## src/rtl/multicycle_control_pkg.sv

```systemverilog
// Shared MIPS control encodings: FSM states, opcodes and datapath select codes.
// Imported by the multicycle sequencer, the datapath and the single-cycle decoder.
package mips_ctrl_pkg;

  localparam int unsigned OP_W    = 6;
  localparam int unsigned ALUOP_W = 4;
  localparam int unsigned SEL_W   = 2;

  typedef enum logic [3:0] {
    S_IDLE    = 4'd0,
    S_FETCH   = 4'd1,
    S_DECODE  = 4'd2,
    S_MEMADDR = 4'd3,
    S_MEMRD   = 4'd4,
    S_LWWB    = 4'd5,
    S_MEMWR   = 4'd6,
    S_EXEC_R  = 4'd7,
    S_RWB     = 4'd8,
    S_EXEC_I  = 4'd9,
    S_IWB     = 4'd10,
    S_BRANCH  = 4'd11,
    S_JUMP    = 4'd12
  } state_t;

  localparam logic [OP_W-1:0] OP_RTYPE = 6'b000000;
  localparam logic [OP_W-1:0] OP_J     = 6'b000010;
  localparam logic [OP_W-1:0] OP_JAL   = 6'b000011;
  localparam logic [OP_W-1:0] OP_BEQ   = 6'b000100;
  localparam logic [OP_W-1:0] OP_BNE   = 6'b000101;
  localparam logic [OP_W-1:0] OP_ADDI  = 6'b001000;
  localparam logic [OP_W-1:0] OP_SLTI  = 6'b001010;
  localparam logic [OP_W-1:0] OP_SLTIU = 6'b001011;
  localparam logic [OP_W-1:0] OP_ANDI  = 6'b001100;
  localparam logic [OP_W-1:0] OP_ORI   = 6'b001101;
  localparam logic [OP_W-1:0] OP_XORI  = 6'b001110;
  localparam logic [OP_W-1:0] OP_LUI   = 6'b001111;
  localparam logic [OP_W-1:0] OP_LW    = 6'b100011;
  localparam logic [OP_W-1:0] OP_SW    = 6'b101011;

  localparam logic [ALUOP_W-1:0] ALU_ADD   = 4'b0000;
  localparam logic [ALUOP_W-1:0] ALU_SUB   = 4'b0001;
  localparam logic [ALUOP_W-1:0] ALU_FUNCT = 4'b0010;
  localparam logic [ALUOP_W-1:0] ALU_SLT   = 4'b0011;
  localparam logic [ALUOP_W-1:0] ALU_AND   = 4'b0100;
  localparam logic [ALUOP_W-1:0] ALU_OR    = 4'b0101;
  localparam logic [ALUOP_W-1:0] ALU_XOR   = 4'b0110;
  localparam logic [ALUOP_W-1:0] ALU_LUI   = 4'b0111;
  localparam logic [ALUOP_W-1:0] ALU_SLTU  = 4'b1000;

  localparam logic [SEL_W-1:0] RD_RT = 2'b00;
  localparam logic [SEL_W-1:0] RD_RD = 2'b01;
  localparam logic [SEL_W-1:0] RD_RA = 2'b10;

  localparam logic [SEL_W-1:0] SRCB_RT    = 2'b00;
  localparam logic [SEL_W-1:0] SRCB_FOUR  = 2'b01;
  localparam logic [SEL_W-1:0] SRCB_IMM   = 2'b10;
  localparam logic [SEL_W-1:0] SRCB_IMMSH = 2'b11;

  localparam logic [SEL_W-1:0] PC_ALU    = 2'b00;
  localparam logic [SEL_W-1:0] PC_ALUOUT = 2'b01;
  localparam logic [SEL_W-1:0] PC_JUMP   = 2'b10;

  // Full control word produced by the sequencer each cycle.
  typedef struct packed {
    logic               iord;
    logic               mem_read;
    logic               mem_write;
    logic               ir_write;
    logic               pc_write;
    logic               mem_to_reg;
    logic               reg_write;
    logic [SEL_W-1:0]   reg_dest;
    logic               alu_src_a;
    logic [SEL_W-1:0]   alu_src_b;
    logic [ALUOP_W-1:0] alu_op;
    logic [SEL_W-1:0]   pc_source;
    logic               is_jal;
    logic               is_signed;
    logic               instr_done;
    logic               illegal_op;
  } ctrl_t;

endpackage

```

## src/rtl/multicycle_control_if.sv

```systemverilog
// Control/status bundle between the multicycle sequencer (master) and the datapath (slave).
interface multicycle_control_if;
  import mips_ctrl_pkg::*;

  logic [OP_W-1:0]    opcode;
  logic               zero;
  logic               mem_ready;

  logic               IorD;
  logic               MemRead;
  logic               MemWrite;
  logic               IRWrite;
  logic               PCWrite;
  logic               MemtoReg;
  logic               RegWrite;
  logic [SEL_W-1:0]   RegDest;
  logic               ALUSrcA;
  logic [SEL_W-1:0]   ALUSrcB;
  logic [ALUOP_W-1:0] ALUOp;
  logic [SEL_W-1:0]   PcSource;
  logic               isJAL;
  logic               isSigned;
  logic               instr_done;
  logic               illegal_op;

  modport master (
    input  opcode, zero, mem_ready,
    output IorD, MemRead, MemWrite, IRWrite, PCWrite, MemtoReg, RegWrite,
           RegDest, ALUSrcA, ALUSrcB, ALUOp, PcSource, isJAL, isSigned,
           instr_done, illegal_op
  );

  modport slave (
    output opcode, zero, mem_ready,
    input  IorD, MemRead, MemWrite, IRWrite, PCWrite, MemtoReg, RegWrite,
           RegDest, ALUSrcA, ALUSrcB, ALUOp, PcSource, isJAL, isSigned,
           instr_done, illegal_op
  );

endinterface

```

## src/rtl/multicycle_control_iop_decode.sv

```systemverilog
// I-type ALU opcode decode: ALU operation, immediate sign-extension and membership flag.
module mips_iop_decode
  import mips_ctrl_pkg::*;
(
  input  logic [OP_W-1:0]    opcode,
  output logic [ALUOP_W-1:0] alu_op,
  output logic               is_signed,
  output logic               is_itype
);

  always_comb begin
    alu_op    = ALU_ADD;
    is_signed = 1'b0;
    is_itype  = 1'b1;
    case (opcode)
      OP_ADDI:  begin alu_op = ALU_ADD;  is_signed = 1'b1; end
      OP_ANDI:  alu_op = ALU_AND;
      OP_ORI:   alu_op = ALU_OR;
      OP_XORI:  alu_op = ALU_XOR;
      OP_SLTI:  begin alu_op = ALU_SLT;  is_signed = 1'b1; end
      // sltiu compares unsigned but still sign-extends its immediate
      OP_SLTIU: begin alu_op = ALU_SLTU; is_signed = 1'b1; end
      OP_LUI:   alu_op = ALU_LUI;
      default:  is_itype = 1'b0;
    endcase
  end

endmodule

```

## src/rtl/multicycle_control.sv

```systemverilog
// Multicycle MIPS sequencer: steps each instruction through fetch/decode/execute/memory/writeback.
// Outputs decode from the state (plus opcode, mem_ready and zero where needed), so reset clears them at once.
module multicycle_control
  import mips_ctrl_pkg::*;
(
  input  logic                 clk,
  input  logic                 reset_n,
  multicycle_control_if.master bus
);

  state_t               state;
  state_t               state_nxt;
  ctrl_t                c;
  logic [ALUOP_W-1:0]   iop_alu_op;
  logic                 iop_signed;
  logic                 iop_valid;

  mips_iop_decode u_iop (
    .opcode    (bus.opcode),
    .alu_op    (iop_alu_op),
    .is_signed (iop_signed),
    .is_itype  (iop_valid)
  );

  // State register
  always_ff @(posedge clk or negedge reset_n) begin
    if (!reset_n) state <= S_IDLE;
    else          state <= state_nxt;
  end

  // Next-state and control-word decode
  always_comb begin
    state_nxt = state;
    c         = '0;
    case (state)
      S_IDLE: state_nxt = S_FETCH;

      S_FETCH: begin
        c.mem_read  = 1'b1;
        c.alu_src_b = SRCB_FOUR;
        c.alu_op    = ALU_ADD;
        c.pc_source = PC_ALU;
        c.ir_write  = bus.mem_ready;
        c.pc_write  = bus.mem_ready;
        if (bus.mem_ready) state_nxt = S_DECODE;
      end

      // Branch target is precomputed here into ALUOut
      S_DECODE: begin
        c.alu_src_b = SRCB_IMMSH;
        c.alu_op    = ALU_ADD;
        c.is_signed = 1'b1;
        case (bus.opcode)
          OP_LW, OP_SW:   state_nxt = S_MEMADDR;
          OP_RTYPE:       state_nxt = S_EXEC_R;
          OP_BEQ, OP_BNE: state_nxt = S_BRANCH;
          OP_J, OP_JAL:   state_nxt = S_JUMP;
          default: begin
            if (iop_valid) begin
              state_nxt = S_EXEC_I;
            end else begin
              c.illegal_op = 1'b1;
              state_nxt    = S_FETCH;
            end
          end
        endcase
      end

      S_MEMADDR: begin
        c.alu_src_a = 1'b1;
        c.alu_src_b = SRCB_IMM;
        c.alu_op    = ALU_ADD;
        c.is_signed = 1'b1;
        state_nxt   = (bus.opcode == OP_LW) ? S_MEMRD : S_MEMWR;
      end

      S_MEMRD: begin
        c.iord     = 1'b1;
        c.mem_read = 1'b1;
        if (bus.mem_ready) state_nxt = S_LWWB;
      end

      S_LWWB: begin
        c.reg_write  = 1'b1;
        c.mem_to_reg = 1'b1;
        c.reg_dest   = RD_RT;
        c.instr_done = 1'b1;
        state_nxt    = S_FETCH;
      end

      // Store completes on the accepting edge, so done pulses only then
      S_MEMWR: begin
        c.iord       = 1'b1;
        c.mem_write  = 1'b1;
        c.instr_done = bus.mem_ready;
        if (bus.mem_ready) state_nxt = S_FETCH;
      end

      S_EXEC_R: begin
        c.alu_src_a = 1'b1;
        c.alu_src_b = SRCB_RT;
        c.alu_op    = ALU_FUNCT;
        state_nxt   = S_RWB;
      end

      S_RWB: begin
        c.reg_write  = 1'b1;
        c.reg_dest   = RD_RD;
        c.alu_op     = ALU_FUNCT;
        c.instr_done = 1'b1;
        state_nxt    = S_FETCH;
      end

      S_EXEC_I: begin
        c.alu_src_a = 1'b1;
        c.alu_src_b = SRCB_IMM;
        c.alu_op    = iop_alu_op;
        c.is_signed = iop_signed;
        state_nxt   = S_IWB;
      end

      S_IWB: begin
        c.alu_src_a  = 1'b1;
        c.alu_src_b  = SRCB_IMM;
        c.alu_op     = iop_alu_op;
        c.is_signed  = iop_signed;
        c.reg_write  = 1'b1;
        c.reg_dest   = RD_RT;
        c.instr_done = 1'b1;
        state_nxt    = S_FETCH;
      end

      S_BRANCH: begin
        c.alu_src_a  = 1'b1;
        c.alu_src_b  = SRCB_RT;
        c.alu_op     = ALU_SUB;
        c.pc_source  = PC_ALUOUT;
        c.pc_write   = (bus.opcode == OP_BNE) ? ~bus.zero : bus.zero;
        c.instr_done = 1'b1;
        state_nxt    = S_FETCH;
      end

      // jal links the current PC, which already holds PC+4 from fetch
      S_JUMP: begin
        c.pc_source  = PC_JUMP;
        c.pc_write   = 1'b1;
        c.instr_done = 1'b1;
        if (bus.opcode == OP_JAL) begin
          c.reg_write = 1'b1;
          c.reg_dest  = RD_RA;
          c.is_jal    = 1'b1;
        end
        state_nxt = S_FETCH;
      end

      default: state_nxt = S_IDLE;
    endcase
  end

  assign bus.IorD       = c.iord;
  assign bus.MemRead    = c.mem_read;
  assign bus.MemWrite   = c.mem_write;
  assign bus.IRWrite    = c.ir_write;
  assign bus.PCWrite    = c.pc_write;
  assign bus.MemtoReg   = c.mem_to_reg;
  assign bus.RegWrite   = c.reg_write;
  assign bus.RegDest    = c.reg_dest;
  assign bus.ALUSrcA    = c.alu_src_a;
  assign bus.ALUSrcB    = c.alu_src_b;
  assign bus.ALUOp      = c.alu_op;
  assign bus.PcSource   = c.pc_source;
  assign bus.isJAL      = c.is_jal;
  assign bus.isSigned   = c.is_signed;
  assign bus.instr_done = c.instr_done;
  assign bus.illegal_op = c.illegal_op;

endmodule

```

## src/flat_wrapper.sv

```systemverilog
// flat-port wrapper written by rule: the top's interface ports become plain ports
module multicycle_control_flat import mips_ctrl_pkg::*;
  (clk, reset_n, bus_opcode, bus_zero, bus_mem_ready, bus_IorD, bus_MemRead, bus_MemWrite, bus_IRWrite, bus_PCWrite, bus_MemtoReg, bus_RegWrite, bus_RegDest, bus_ALUSrcA, bus_ALUSrcB, bus_ALUOp, bus_PcSource, bus_isJAL, bus_isSigned, bus_instr_done, bus_illegal_op);
  multicycle_control_if bus_i ();
  input  logic clk;
  input  logic reset_n;
  input wire logic [$bits(bus_i.opcode)-1:0] bus_opcode;
  input wire logic [$bits(bus_i.zero)-1:0] bus_zero;
  input wire logic [$bits(bus_i.mem_ready)-1:0] bus_mem_ready;
  output wire logic [$bits(bus_i.IorD)-1:0] bus_IorD;
  output wire logic [$bits(bus_i.MemRead)-1:0] bus_MemRead;
  output wire logic [$bits(bus_i.MemWrite)-1:0] bus_MemWrite;
  output wire logic [$bits(bus_i.IRWrite)-1:0] bus_IRWrite;
  output wire logic [$bits(bus_i.PCWrite)-1:0] bus_PCWrite;
  output wire logic [$bits(bus_i.MemtoReg)-1:0] bus_MemtoReg;
  output wire logic [$bits(bus_i.RegWrite)-1:0] bus_RegWrite;
  output wire logic [$bits(bus_i.RegDest)-1:0] bus_RegDest;
  output wire logic [$bits(bus_i.ALUSrcA)-1:0] bus_ALUSrcA;
  output wire logic [$bits(bus_i.ALUSrcB)-1:0] bus_ALUSrcB;
  output wire logic [$bits(bus_i.ALUOp)-1:0] bus_ALUOp;
  output wire logic [$bits(bus_i.PcSource)-1:0] bus_PcSource;
  output wire logic [$bits(bus_i.isJAL)-1:0] bus_isJAL;
  output wire logic [$bits(bus_i.isSigned)-1:0] bus_isSigned;
  output wire logic [$bits(bus_i.instr_done)-1:0] bus_instr_done;
  output wire logic [$bits(bus_i.illegal_op)-1:0] bus_illegal_op;
  assign bus_i.opcode = bus_opcode;
  assign bus_i.zero = bus_zero;
  assign bus_i.mem_ready = bus_mem_ready;
  assign bus_IorD = bus_i.IorD;
  assign bus_MemRead = bus_i.MemRead;
  assign bus_MemWrite = bus_i.MemWrite;
  assign bus_IRWrite = bus_i.IRWrite;
  assign bus_PCWrite = bus_i.PCWrite;
  assign bus_MemtoReg = bus_i.MemtoReg;
  assign bus_RegWrite = bus_i.RegWrite;
  assign bus_RegDest = bus_i.RegDest;
  assign bus_ALUSrcA = bus_i.ALUSrcA;
  assign bus_ALUSrcB = bus_i.ALUSrcB;
  assign bus_ALUOp = bus_i.ALUOp;
  assign bus_PcSource = bus_i.PcSource;
  assign bus_isJAL = bus_i.isJAL;
  assign bus_isSigned = bus_i.isSigned;
  assign bus_instr_done = bus_i.instr_done;
  assign bus_illegal_op = bus_i.illegal_op;
  multicycle_control u_core (.clk(clk), .reset_n(reset_n), .bus(bus_i));
endmodule
```

## config.mk

```make
export PLATFORM = sky130hd
export DESIGN_NAME = multicycle_control_flat
export DESIGN_NICKNAME = d
export VERILOG_FILES = /design/src/rtl/multicycle_control_pkg.sv /design/src/rtl/multicycle_control_if.sv /design/src/rtl/multicycle_control_iop_decode.sv /design/src/rtl/multicycle_control.sv /design/src/flat_wrapper.sv
export SDC_FILE = /design/constraint.sdc
export NUM_CORES = 1
export LEC_CHECK = 0
export ABC_AREA = 1
export CORE_MARGIN = 5
export CORE_UTILIZATION = 40
export DETAILED_ROUTE_END_ITERATION = 8
export PLACE_DENSITY_LB_ADDON = 0.3
export SETUP_SLACK_MARGIN = 0.02
export SYNTH_ARGS = -nofsm -noshare
export SYNTH_HDL_FRONTEND = slang
export SYNTH_SLANG_ARGS = --single-unit
```

## constraint.sdc

```tcl
create_clock -name clk -period 2.3 [get_ports clk]
set_clock_uncertainty 0.05 [all_clocks]
set_input_delay 0.345 -clock clk [delete_from_list [all_inputs] [get_ports clk]]
set_output_delay 0.345 -clock clk [all_outputs]
set_load 0.02 [all_outputs]
```

; Yosys cells after proc, flatten, opt, wreduce, memory -nomap -nowiden
; Cells that the tools add are included.
[word_totals]
inputBits = 10
mem_bits_rw = 0
latch_bits = 0
register_bits = 4
n_memories = 0
word_cells = 79
romBits = 0
output_inout_bits = 22
[op_classes]
n_mul = 0
shift = 0
muxes = 30
n_eq_ne = 28
reduce_logical = 19
n_lt_le_gt_ge = 0
n_bitwise = 1
n_addsub = 0
div_mod_pow = 0
[ops]
columns = op, n
row1 = "6-bit by 4-bit equality test with 1-bit output, second input constant", 7
row2 = 4-bit one-hot mux with 8 select lines, 1
row3 = 4-bit one-hot mux with 6 select lines, 1
row4 = "4-bit equality test, second input constant", 5
row5 = 2-bit OR reduction, 9
row6 = "4-bit by 3-bit equality test with 1-bit output, second input constant", 4
row7 = 4-bit 2-to-1 mux, 4
row8 = 4-bit one-hot mux with 4 select lines, 1
row9 = 1-bit 2-to-1 mux, 14
row10 = 7-bit OR reduction, 2
row11 = "6-bit by 2-bit equality test with 1-bit output, second input constant", 2
row12 = "6-bit by 3-bit equality test with 1-bit output, second input constant", 2
row13 = "6-bit equality test, second input constant", 2
row14 = 4-bit one-hot mux with 3 select lines, 1
row15 = 5-bit OR reduction, 2
row16 = 3-bit one-hot mux with 3 select lines, 1
row17 = "4-bit by 2-bit equality test with 1-bit output, second input constant", 2
row18 = 6-bit zero test, 1
row19 = "2-bit != test, second input constant", 3
row20 = 2-bit one-hot mux with 3 select lines, 1
row21 = 3-bit OR reduction, 2
row22 = 6-bit OR reduction, 1
row23 = "4-bit by 1-bit equality test with 1-bit output, second input constant", 1
row24 = 4-bit zero test, 1
row25 = 7 further kinds, 8

; Depth between registers and ports, before layout
[logic_depth]
ltp_word = 6
ltp_mapped = 9
mapped_depth_nobuf = 9

; Modules after synthesis
; From an unflattened synthesis, not the netlist that was laid out.
[hier_totals]
hier_cells = 134
area_unflattened_um2 = 665.6
[modules_own_cells]
columns = mod, cells_per_inst, area_each_um2, instances, seq_area_each_um2
row1 = multicycle_control, 113, 576.8, 1, 100.1
row2 = mips_iop_decode, 21, 88.8, 1, 0.0

; Least setup slack after synthesis
; Ideal clock, no wire load.
[synth_timing]
kind = flip-flop to output port
start = register u_core.state[1]
end = output port bus_ALUOp[3]
path_stages_with_launch = 4
path_slack_ns = 0.523
t_arrival_ns = 1.382
n_path_buf = 0
cell_sequence = dfrtp_1 -> nor2_4 -> o21ai_2 -> nor4_1
[synth_via]
elab_chain_cells = 3
word_cells_on_any_way = 8
classes_between = eq/ne (5) / mux (1) / reduce/logical (2)
[synth_rtl]
columns = element, line
row1 = start: declaration, multicycle_control.sv:11  ; state_t state;
row2 = start signal: assignment, multicycle_control.sv:28  ; else state <= state_nxt;
row3 = 4-bit equality test / 4-bit by 3-bit equality test with 1-bit output (equally long branches), multicycle_control.sv:35  ; case (state)
row4 = 2-bit OR reduction (no line), --
row5 = 4-bit one-hot mux with 3 select lines *, multicycle_control.sv:35
row6 = end: declaration, flat_wrapper.sv:20  ; output wire logic [$bits(bus_i.ALUOp)-1:0] bus_ALUOp;
; Mark *: on every way between the ends. The rest lies on a longest branch, timed or not.

; Worst setup path after layout
[layout_timing]
start = input port bus_opcode[4]
end = output port bus_PCWrite
[layout_via]
elab_chain_cells = 3
[layout_rtl]
columns = element, line
row1 = start: declaration, flat_wrapper.sv:7  ; input wire logic [$bits(bus_i.opcode)-1:0] bus_opcode;
row2 = 6-bit by 3-bit equality test with 1-bit output, multicycle_control.sv:138  ; c.pc_write = (bus.opcode == OP_BNE) ? ~bus.zero : bus.zero;
row3 = 1-bit 2-to-1 mux, multicycle_control.sv:138
row4 = 1-bit one-hot mux with 3 select lines, multicycle_control.sv:35
row5 = end: declaration, flat_wrapper.sv:14  ; output wire logic [$bits(bus_i.PCWrite)-1:0] bus_PCWrite;
; No other way between the ends.

==> results_dict.tcl <==
set metrics [dict create \
    status "finished clean" \
    pre_cts_ws_ps -235 \
    leakagePower_nw 0.658 \
    ir_drop_v 0.000736 \
    die_h_um 50.1 \
    syn2layout_area_growth_pct 67.1 \
    fmax_ghz 0.454 \
    core_area_mm2 0.00152 \
    worstSkewPairLatency_ps 250 \
    wl_met3_um 278 \
    layout_setup_ws_ps 95.8 \
    largest_reg_flops 4 \
    cts_max_level 1 \
    yosys_warnings 0 \
    synthTopCellsByArea "nand2_1 22%, dfrtp_1 16%, inv_1 11%" \
    row_count 14 \
    dr_total_vias 992 \
    gp_congestion 0.863 \
    postCtsSetupRepairBufs 0 \
    die_area_mm2 0.00251 \
    grt_use_total_pct 18.5 \
    drive_gt1_share_pct 22.0 \
    ios 32 \
    cts_tree "yes" \
    die_w_um 50.1 \
    drcViolationCount 0 \
    cts_sinks 4 \
    reg2reg_depth 8 \
    critPathLaunchType "input pin" \
    grt-ovfl-total 0 \
    worstSetupEndpointType "primary output" \
    worst_pin_slew_ps 265 \
    path_max_fanout 5 \
    power_mw 1.03 \
    fin_nets 176 \
    hold_viol_final 0 \
    routed_via_density 5.51 \
    numCtsBuffers 3 \
    synth_cell_types 22 \
    grt_pass1_wl_um 3680 \
    wirelength_um 2260 \
    dp_hpwl_um 1760 \
    r2r_start "u_core.state[1]$_DFFE_PN0P_" \
    critPathRequiredTime_ps 1900 \
    drtAntennaViolNets 0 \
    wl_per_cell_um 12.6 \
    critical_path_class "in -> out" \
    slew_headroom_pct 82.2 \
    cap_viol_max_count 0 \
    setup_viol 0 \
    numPlacedInstances 176 \
    rsz0062_at_grt "false" \
    synth_top_area_share_pct 21.6 \
    ctsHoldBuffers 0 \
    syn_avg_cell_area_um2 5.32 \
    antenna_found_initial 0 \
    synth_cells 121 \
    clk_path_buf_depth 2 \
    r2r-end "u_core.state[0]$_DFFE_PN0P_" \
    crit_arrival_ps 1810 \
    critPathMaxStageDelay_ps 500 \
    utilization_pct 70.5 \
    syn_area_um2 643 \
    worstPathCellList "clkdlybuf4s50_1 -> nor2_4 -> nand4_1 -> a21oi_1 -> o21ai_1 -> nand3b_1 -> clkdlybuf4s15_1" \
    met2_length_um 1030 \
    syn-num-nets 131 \
    startpoint "bus_opcode[4]" \
    antennaDiodeCount 0 \
    worst_hold_path_type "in -> async" \
    grt_max_degree 10 \
    cellPowerDensity_mw_per_mm2 954 \
    clkTransAtPathRegs_ps 40 \
    drv_slew 0 \
    postPlaceCellArea_mm2 0.00103 \
    grt_pass1_vias 868 \
    setup_tns_ps 0 \
    fin_crit_sh_pct 95.8 \
    seq_area_frac_synth_pct 15.6 \
    period_needed_ps 2200 \
    stdcell_count 180 \
    cts_root_buf "clkbuf_4" \
    slowest_stage "clkdlybuf4s50_1" \
    top_register "u_core.state" \
    fin_area_mm2 0.00107 \
    start_util_pct 42.2 \
    met1Wirelength_um 928 \
    drt-initial-drc-count 81 \
    portBuffers 31 \
    whs_ps 253 \
    ys_ff_latch 4 \
    top_layer "met4" \
    dr.pass1.iters 4 \
    reg2reg_slack_ps 830 \
    top_regs "u_core.state x4" \
    synth_area_leader_cell "nand2_1" \
]
[layout make-up]
class | instances | area [um^2]
timing repair buffer | 39 | 364
tap | 16 | 20.0
multi-input combinational | 94 | 477
inverter | 24 | 90.1
sequential | 4 | 101
fill | 136 | 449
clock buffer | 3 | 22.5
[what timing repair did]
item | in CTS | in global routing
pin swaps | 0 | 1
gates cloned | 0 | 1
endpoints found under the setup margin | 11 | 11
gates resized for setup | 13 | 18
hold endpoints to repair | 0 | 0
[worst max path at each step]
stage | end | slack, ps | cells after the start
after detailed placement | bus_RegWrite | -240 | 6
after CTS | bus_PCWrite | 20 | 8
final | bus_PCWrite | 100 | 7
after global routing | bus_PCWrite | 20 | 7
after floorplan | bus_ALUOp[3] | 520 | 3
after global placement | bus_illegal_op | -220 | 6
[Yosys cell counts, drive strengths merged]
| master | count |
|---|---|
| a21oi | 3 |
| a22oi | 1 |
| dfrtp | 4 |
| inv | 24 |
| nand2 | 40 |
| nand3 | 8 |
| nand3b | 1 |
| nand4 | 3 |
| nor2 | 19 |
| nor3 | 4 |
| nor4 | 1 |
| o211ai | 1 |
| o21ai | 11 |
| or2 | 1 |
[where the power goes]
part	switching (mW)	internal [mW]	total (mW)
clock network	0.0353	0.0588	0.0941
registers	0.0449	0.101	0.146
logic	0.484	0.302	0.785
[layout by cell type (no fill, tap or decap), types with 2 or more instances in the layout]
master	Yosys	layout
buf_4	0	8
clkdlybuf4s50_1	0	16
clkbuf_2	0	2
nor2_1	15	13
dlygate4sd2_1	0	5
nor2_2	2	5
nand4_1	3	3
nor2_4	2	2
dlymetal6s2s_1	0	4
clkbuf_4	0	3
inv_1	18	18
o21ai_1	6	7
o21ai_2	3	2
inv_2	6	6
nor3_1	3	3
dfrtp_1	4	3
nand2_1	37	37
a21oi_1	2	2
clkdlybuf4s15_1	0	4
nand3_1	8	7
nand2_2	3	3
[cell families after synthesis]
logic type / count (synthesis) / share of synthesized area, %
AO/OA/AOI/OAI: 16 / 15.6
buffers and inverters: 24 / 14.0
AND/OR/NAND/NOR: 77 / 54.9
flip-flops: 4 / 15.6
[metal layers]
| layer | up-vias | GRT usage [%] |
|---|---|---|
| li1 | 476 | - |
| met1 | 450 | 24.1 |
| met2 | 62 | 28.9 |
| met3 | 4 | 5.42 |
| met4 | 0 | 5.24 |
| met5 | - | 0 |
[worst max-delay path: cells and delay by family]
| kind | cells | cell delay [ps] |
|---|---|---|
| compound gates | 2 | 220 |
| buf+inv | 2 | 800 |
| simple gates | 3 | 430 |
(Power assumes the default switching activity.)
